--- config.mk ---
export PLATFORM = sky130hd
export DESIGN_NAME = inet_chksum_stream
export DESIGN_NICKNAME = d
export VERILOG_FILES = /design/src/rtl/inet_chksum_stream.sv
export SDC_FILE = /design/constraint.sdc
export NUM_CORES = 1
export LEC_CHECK = 0
export CELL_PAD_IN_SITES_DETAIL_PLACEMENT = 1
export CELL_PAD_IN_SITES_GLOBAL_PLACEMENT = 2
export CORE_MARGIN = 2
export CORE_UTILIZATION = 37
export CTS_CLUSTER_DIAMETER = 80
export CTS_CLUSTER_SIZE = 28
export DETAILED_ROUTE_END_ITERATION = 8
export PLACE_DENSITY_LB_ADDON = 0.15
export SYNTH_ARGS = -nofsm -noshare
export SYNTH_HDL_FRONTEND = slang
export SYNTH_SLANG_ARGS = --single-unit
--- constraint.sdc ---
create_clock -name clk -period 15.5 [get_ports clk]
set_clock_uncertainty 0.2 [all_clocks]
set_input_delay 3.1 -clock clk [delete_from_list [all_inputs] [get_ports clk]]
set_output_delay 3.1 -clock clk [all_outputs]
set_load 0.01 [all_outputs]
--- src/rtl/inet_chksum_stream.sv ---
// Streaming RFC 1071 ones-complement checksum over DATA_W-bit beats with valid/ready.
// Holds checksum/ok/beats after the last beat until the consumer takes them.
module inet_chksum_stream #(
   parameter int DATA_W = 32,
   parameter int CNT_W  = 16
) (
   input  logic                clk,
   input  logic                rst,
   input  logic                in_valid,
   output logic                in_ready,
   input  logic [DATA_W-1:0]   in_data,
   input  logic [DATA_W/8-1:0] in_keep,
   input  logic                in_last,
   input  logic                verify,
   output logic                out_valid,
   input  logic                out_ready,
   output logic [15:0]         checksum,
   output logic                ok,
   output logic [CNT_W-1:0]    beats
);
   localparam int W     = DATA_W / 16;
   localparam int NB    = DATA_W / 8;
   localparam int SUM_W = 16 + $clog2(W + 1);

   typedef enum logic {ST_ACC, ST_DONE} state_t;

   state_t            r_state;
   state_t            w_state_nxt;
   logic [15:0]       r_acc;
   logic [CNT_W-1:0]  r_cnt;
   logic [15:0]       r_checksum;
   logic              r_ok;
   logic [CNT_W-1:0]  r_beats;

   logic              w_accept;
   logic              w_take;
   logic [DATA_W-1:0] w_data_p0;
   logic [SUM_W-1:0]  w_sum_p0;
   logic [15:0]       w_fold_p0;
   logic [CNT_W-1:0]  w_cnt_inc;

   // Two end-around folds always suffice: after the first, a carry leaves a tiny low word.
   function automatic logic [15:0] fold16(input logic [SUM_W-1:0] s);
      logic [16:0] f;
      f = {1'b0, s[15:0]} + 17'(s[SUM_W-1:16]);
      return f[15:0] + 16'(f[16]);
   endfunction

   function automatic logic [CNT_W-1:0] sat_inc(input logic [CNT_W-1:0] c);
      return (&c) ? c : c + CNT_W'(1);
   endfunction

   assign in_ready  = (r_state == ST_ACC);
   assign out_valid = (r_state == ST_DONE);
   assign w_accept  = in_valid && in_ready;
   assign w_take    = out_valid && out_ready;
   assign w_cnt_inc = sat_inc(r_cnt);

   always_comb begin
      w_data_p0 = in_data;
      if (in_last) begin
         for (int b = 0; b < NB; b++) begin
            if (!in_keep[b]) w_data_p0[b*8 +: 8] = 8'h00;
         end
      end
   end

   always_comb begin
      w_sum_p0 = SUM_W'(r_acc);
      for (int i = 0; i < W; i++) begin
         w_sum_p0 = w_sum_p0 + SUM_W'(w_data_p0[i*16 +: 16]);
      end
   end

   assign w_fold_p0 = fold16(w_sum_p0);

   always_comb begin
      w_state_nxt = r_state;
      case (r_state)
         ST_ACC:  if (w_accept && in_last) w_state_nxt = ST_DONE;
         ST_DONE: if (out_ready) w_state_nxt = ST_ACC;
         default: w_state_nxt = ST_ACC;
      endcase
   end

   always_ff @(posedge clk or posedge rst) begin
      if (rst) r_state <= ST_ACC;
      else     r_state <= w_state_nxt;
   end

   // p0 -> p1: folded running sum and beat count
   always_ff @(posedge clk or posedge rst) begin
      if (rst) begin
         r_acc <= '0;
         r_cnt <= '0;
      end else if (w_accept) begin
         r_acc <= w_fold_p0;
         r_cnt <= w_cnt_inc;
      end else if (w_take) begin
         r_acc <= '0;
         r_cnt <= '0;
      end
   end

   // p0 -> p1: result registers, loaded only by the accepted last beat
   always_ff @(posedge clk or posedge rst) begin
      if (rst) begin
         r_checksum <= '0;
         r_ok       <= 1'b0;
         r_beats    <= '0;
      end else if (w_accept && in_last) begin
         r_checksum <= ~w_fold_p0;
         r_ok       <= verify && (w_fold_p0 == 16'hFFFF);
         r_beats    <= w_cnt_inc;
      end
   end

   assign checksum = r_checksum;
   assign ok       = r_ok;
   assign beats    = r_beats;
endmodule
# [Word-level counts from Yosys, hierarchy flattened]
# Index checks and enable logic that the tools add are counted.
# W data, S select, Z words.
[op_classes] add_sub_neg=5 eq_ne=1 mux=12 bitwise=2 reduce_logical=6
[ops] op="$mux W16" n=4
[ops] op="$mux W32" n=1
[ops] op="$mux W8" n=4
[ops] op="$add A17 B16 Y18" n=1
[ops] op="$add A16 B16 Y17" n=1
[ops] op="$add A16 B2 Y17" n=1
[ops] op="$add A16 B1 Y16" n=1
[ops] op="$add A16 B1 Y16 const B" n=1
[ops] op="$eq A16 B16 Y1 const B" n=1
[ops] op="$not A16 Y16" n=1
[ops] op="$reduce_and A16 Y1" n=1
[ops] op="$logic_and A1 B1 Y1" n=4
[ops] op="$mux W1" n=2
[ops] op="$pmux W1 S2" n=1
[ops] op="$reduce_bool A2 Y1" n=1
[ops] op="$not A1 Y1" n=1
[totals] register_bits=66 inputBits=42 out_inout_bits=35 elab_cells=32

# [Depth between registers and ports, before layout]
[logic_depth] ltp_word=8 ltp_mapped=34 depth_no_buf=33

# [Worst setup path after synthesis]
# OpenSTA, ideal clock, no wires.
[synth_path] kind="input -> register" start="input in_keep[0]" end="register r_ok, in the netlist ok" setup_time_ns=0.092 arrival_time_ns=8.965 required_ns=15.208 path_slack_ns=6.243 cell_stages=30 path_buffers=1 cell_sequence="nand2b_1 > clkbuf_1 > nand2_1 > fa_1 > inv_1 > ha_1 > a211o_2 > a41o_4 > a32oi_1 > a21oi_1 > a21o_1 > a21oi_1 > xor2_1 > ha_1 > fa_1 > nand3_1 > nor4_4 > and4_1 > nand2_1 > nor2_1 > ha_1 > ha_1 > nand2_1 > a21oi_1 > nand3_1 > nor4b_2 > xnor2_1 > nor4b_2 > o211ai_1 > o31ai_2"
[synth_via] elab_chain_len=8
[synth_rtl] item="start: declaration" line="12" source="input logic [DATA_W/8-1:0] in_keep,"
[synth_rtl] item="$mux W8" line="63" source="if (!in_keep[b]) w_data_p0[b*8 +: 8] = 8'h00;"
[synth_rtl] item="$mux W32" line="61" source="if (in_last) begin"
[synth_rtl] item="$add A16 B16 Y17" line="71" source="w_sum_p0 = w_sum_p0 + SUM_W'(w_data_p0[i*16 +: 16]);"
[synth_rtl] item="$add A17 B16 Y18" line="71"
[synth_rtl] item="$add A16 B2 Y17" line="45" source="f = {1'b0, s[15:0]} + 17'(s[SUM_W-1:16]);"
[synth_rtl] item="$add A16 B1 Y16" line="46" source="return f[15:0] + 16'(f[16]);"
[synth_rtl] item="$eq A16 B16 Y1" line="113" source="r_ok <= verify && (w_fold_p0 == 16'hFFFF);"
[synth_rtl] item="$logic_and A1 B1 Y1" line="113"
[synth_rtl] item="end signal: assignment" line="113"
[synth_rtl] item="end: declaration" line="32" source="logic r_ok;"
# No other way between the ends.
# A chain may end at the register's enable or synchronous reset.

# [Worst setup path in the final report]
[layout_path] start="input in_last" end="register r_ok, in the netlist ok"
[layout_via] elab_chain_len=7 elab_cells_between_ends=8 cone_classes="4 x add/sub; 1 x eq/ne; 1 x mux; 2 x reduce/logical"
[layout_rtl] item="start: declaration" line="13" source="input logic in_last,"
[layout_rtl] item="$mux W32" line="61"
[layout_rtl] item="$add A16 B16 Y17" line="71"
[layout_rtl] item="$add A17 B16 Y18" line="71"
[layout_rtl] item="$add A16 B2 Y17" line="45"
[layout_rtl] item="$add A16 B1 Y16" line="46"
[layout_rtl] item="$eq A16 B16 Y1" line="113"
[layout_rtl] item="$logic_and A1 B1 Y1" line="113"
# Parallel ways exist; a longest one is shown, timed or not.

==> flow_metrics.tcl <==
set metrics [dict create \
    crit_type "in -> reg" \
    slew_headroom 0.315 \
    p_int_mw 0.773 \
    crit_required_ns 15.54 \
    synth_flop_cell "dfrtp_1" \
    via_count 4668 \
    drv_cap 0 \
    grt-busiest-layer "met2" \
    design.core.area_um2 14400 \
    synth-edff-count 0 \
    worst_slack_ns 4.98 \
    antenna_left 0 \
    cts_sinks 66 \
    wire_per_inst_um 17.4 \
    peakVddDrop_v 0.0000804 \
    cts_setup_buffers 0 \
    fill_cells 1667 \
    gp_congestion 0.825 \
    crit_slowest_cell "clkdlybuf4s50_1" \
    final_util 0.457 \
    fmax_ghz 0.0951 \
    initial_utilization 0.374 \
    dp.cells 845 \
    drive_above_1_share 0.0843 \
    netSwitchingFraction 0.495 \
    track_usage 0.202 \
    clkPwrFrac 0.129 \
    first_iter_violations 163 \
    final_cell_count_no_fill 860 \
    seqCellArea_um2 1650 \
    cts_tree "yes" \
    dieHeight_um 125 \
    synth_most_common_cell "nand2_1" \
    drt_wl_total_um 15000 \
    drc 0 \
    fin_setup_tns_ns 0 \
    p_comb_frac 0.707 \
    hold_viol_final 0 \
    synth_nets 687 \
    critPathMaxStageDelay_ns 0.68 \
    rows 44 \
    critical_path.max_fanout 8 \
    insertion_delay_ns 0.33 \
    antenna_found_initial 0 \
    multi_input_area_um2 3420 \
    synthTopCellsByArea "dfrtp_1 31%, fa_1 6.7%, nand2_1 6.4%, o21ai_0 5.0%, ha_1 4.7%" \
    ctsHtreeMaxLevel 3 \
    yosysTopAreaCell "dfrtp_1" \
    end_kind "flip-flop" \
    grt_pass1_vias 5176 \
    synthDistinctLibCells 83 \
    switchingPower_mw 0.757 \
    die_x_um 125 \
    pwr_density_cell_nw_per_um2 233 \
    drtPass1Iterations 4 \
    status "completed" \
    min_path_cells 2 \
    cts_buffers 9 \
    rr_worst_depth 31 \
    pre_cts_slack_ns 4.67 \
    yosysSeqAreaShare 0.307 \
    synth_common_cells "92 x nand2_1, 66 x dfrtp_1, 54 x inv_1, 54 x o21ai_0, 36 x nor2_1" \
    worst_hold_slack_ns 0.278 \
    layout_min_cycle_time_ns 10.52 \
    antenna_cells 0 \
    dp.final_hpwl_um 11600 \
    cts.path.max_buffers 2 \
    leakage_nw 2.83 \
    grtUsageMet2 0.369 \
    tightest_slew_ns 1.02 \
    cts-root-buf "clkbuf_16" \
    yosysTopAreaCellShare 0.307 \
    seqPwrFrac 0.164 \
    layout.nets 752 \
    critPathArrivalTime_ns 10.56 \
    die-area_um2 15500 \
    hp-class "reg -> reg" \
    grt_util_met3 0.0335 \
    overflow 0 \
    synth-async-reset-ratio 1.00 \
    hold_buffers 0 \
    portBuffers 76 \
    finalSetupViolCount 0 \
    yosysWarnings 0 \
    pin_count 77 \
    path_clk_slew_ns 0.05 \
    syn_to_final_growth_pct 22.3 \
    period_share 0.679 \
    avgViaCountPerCell 5.43 \
    syn_avg_cell_area_um2 8.86 \
    netlist_area_um2 5380 \
    grt_max_degree 67 \
    synthCells 607 \
    grt_pass1_wl_um 25600 \
    synth_seq_cells 66 \
    rsz0062_at_grt "no" \
    slew_viol_final 0 \
    ctsResizeCount 0 \
    start_kind "input port" \
    met1_usage 0.245 \
]
-- stage by stage --
stage | area, µm² | total power [mW]
2_1_floorplan | 5380 | 1.05
3_3_place_gp | 6280 | 1.31
3_5_place_dp | 6280 | 1.33
4_1_cts | 6570 | 1.54
5_1_grt | 6570 | 1.66
6_report | 6570 | 1.53
-- routing by layer --
layer | part of all wire | routed length [µm] | up-vias
met1 | 0.44 | 6660 | 2358
met2 | 0.51 | 7710 | 59
met4 | 0.014 | 209 | 0
met3 | 0.026 | 396 | 16
met5 | 0 | 0 | -
li1 | - | - | 2235
-- cells by family (layout without fill, tap and decap cells) --
kind of cell,Yosys count,after routing,synth area share
xor gates and xnor gates,41,41,0.0812
muxes,6,6,0.0119
and+or+nand+nor,228,228,0.227
DFF,66,66,0.307
adders and majority gates,39,39,0.115
buffers and inverters,78,147,0.0582
AOI/OAI and AO/OA,149,149,0.199
-- cells in the final DEF (no fill, tap or decap), drive strengths merged, types with 6 or more instances in the layout --
master	netlist	routed
o31ai	10	10
inv	54	54
nor3	12	12
o21ai	59	59
and3	15	15
xnor2	29	29
fa	18	18
dfrtp	66	66
nor2b	6	6
a21oi	22	22
nand3	18	18
clkdlybuf4s50	0	76
xor2	11	11
nor2	36	36
or2	6	6
ha	20	20
a22o	10	10
clkbuf	18	12
nand2b	7	7
nand2	93	93
-- flip-flops by register name (all words and copies together), names as in the netlist --
signal and cells:
checksum 16, beats 16, r_cnt 16, r_acc 16, ok 1, out_valid 1
-- critical path: cells and delay by family --
kind            cells  cell delay [ns]
buf+inv             3             0.81
fa+ha+maj           6             1.61
xor+xnor            1             0.23
simple gates       15             3.30
compound gates      8             1.49
-- cell type report --
type | count | area share
Clock buffer | 12 | 0.0375
Tap cell | 184 | 0.0350
Sequential cell | 66 | 0.251
Clock inverter | 3 | 0.00609
Multi-Input combinational cell | 463 | 0.521
Inverter | 54 | 0.0308
Timing Repair Buffer | 78 | 0.118
-- worst paths after layout --
check / startpoint / to / slack (ns)
worst max register to register: r_acc[1] / ok / 8.44
worst min-delay path: beats[9] / beats[9] / 0.28
worst max-delay path: in_last / ok / 4.98
min in group asynchronous: rst / beats[4] / 3.13
worst min register to register: beats[9] / beats[9] / 0.28
max in group asynchronous: rst / r_cnt[8] / 11.41
-- power groups by stage --
| stage | Clock (mW) | Sequential [mW] | Combinational (mW) |
|---|---|---|---|
| finish | 0.198 | 0.251 | 1.08 |
| global route | 0.210 | 0.259 | 1.19 |
| CTS | 0.203 | 0.252 | 1.09 |
| detailed placement | 0 | 0.254 | 1.08 |
| global placement | 0 | 0.252 | 1.06 |
| floorplan | 0 | 0.255 | 0.794 |
Power figures use the tool's default switching activity.
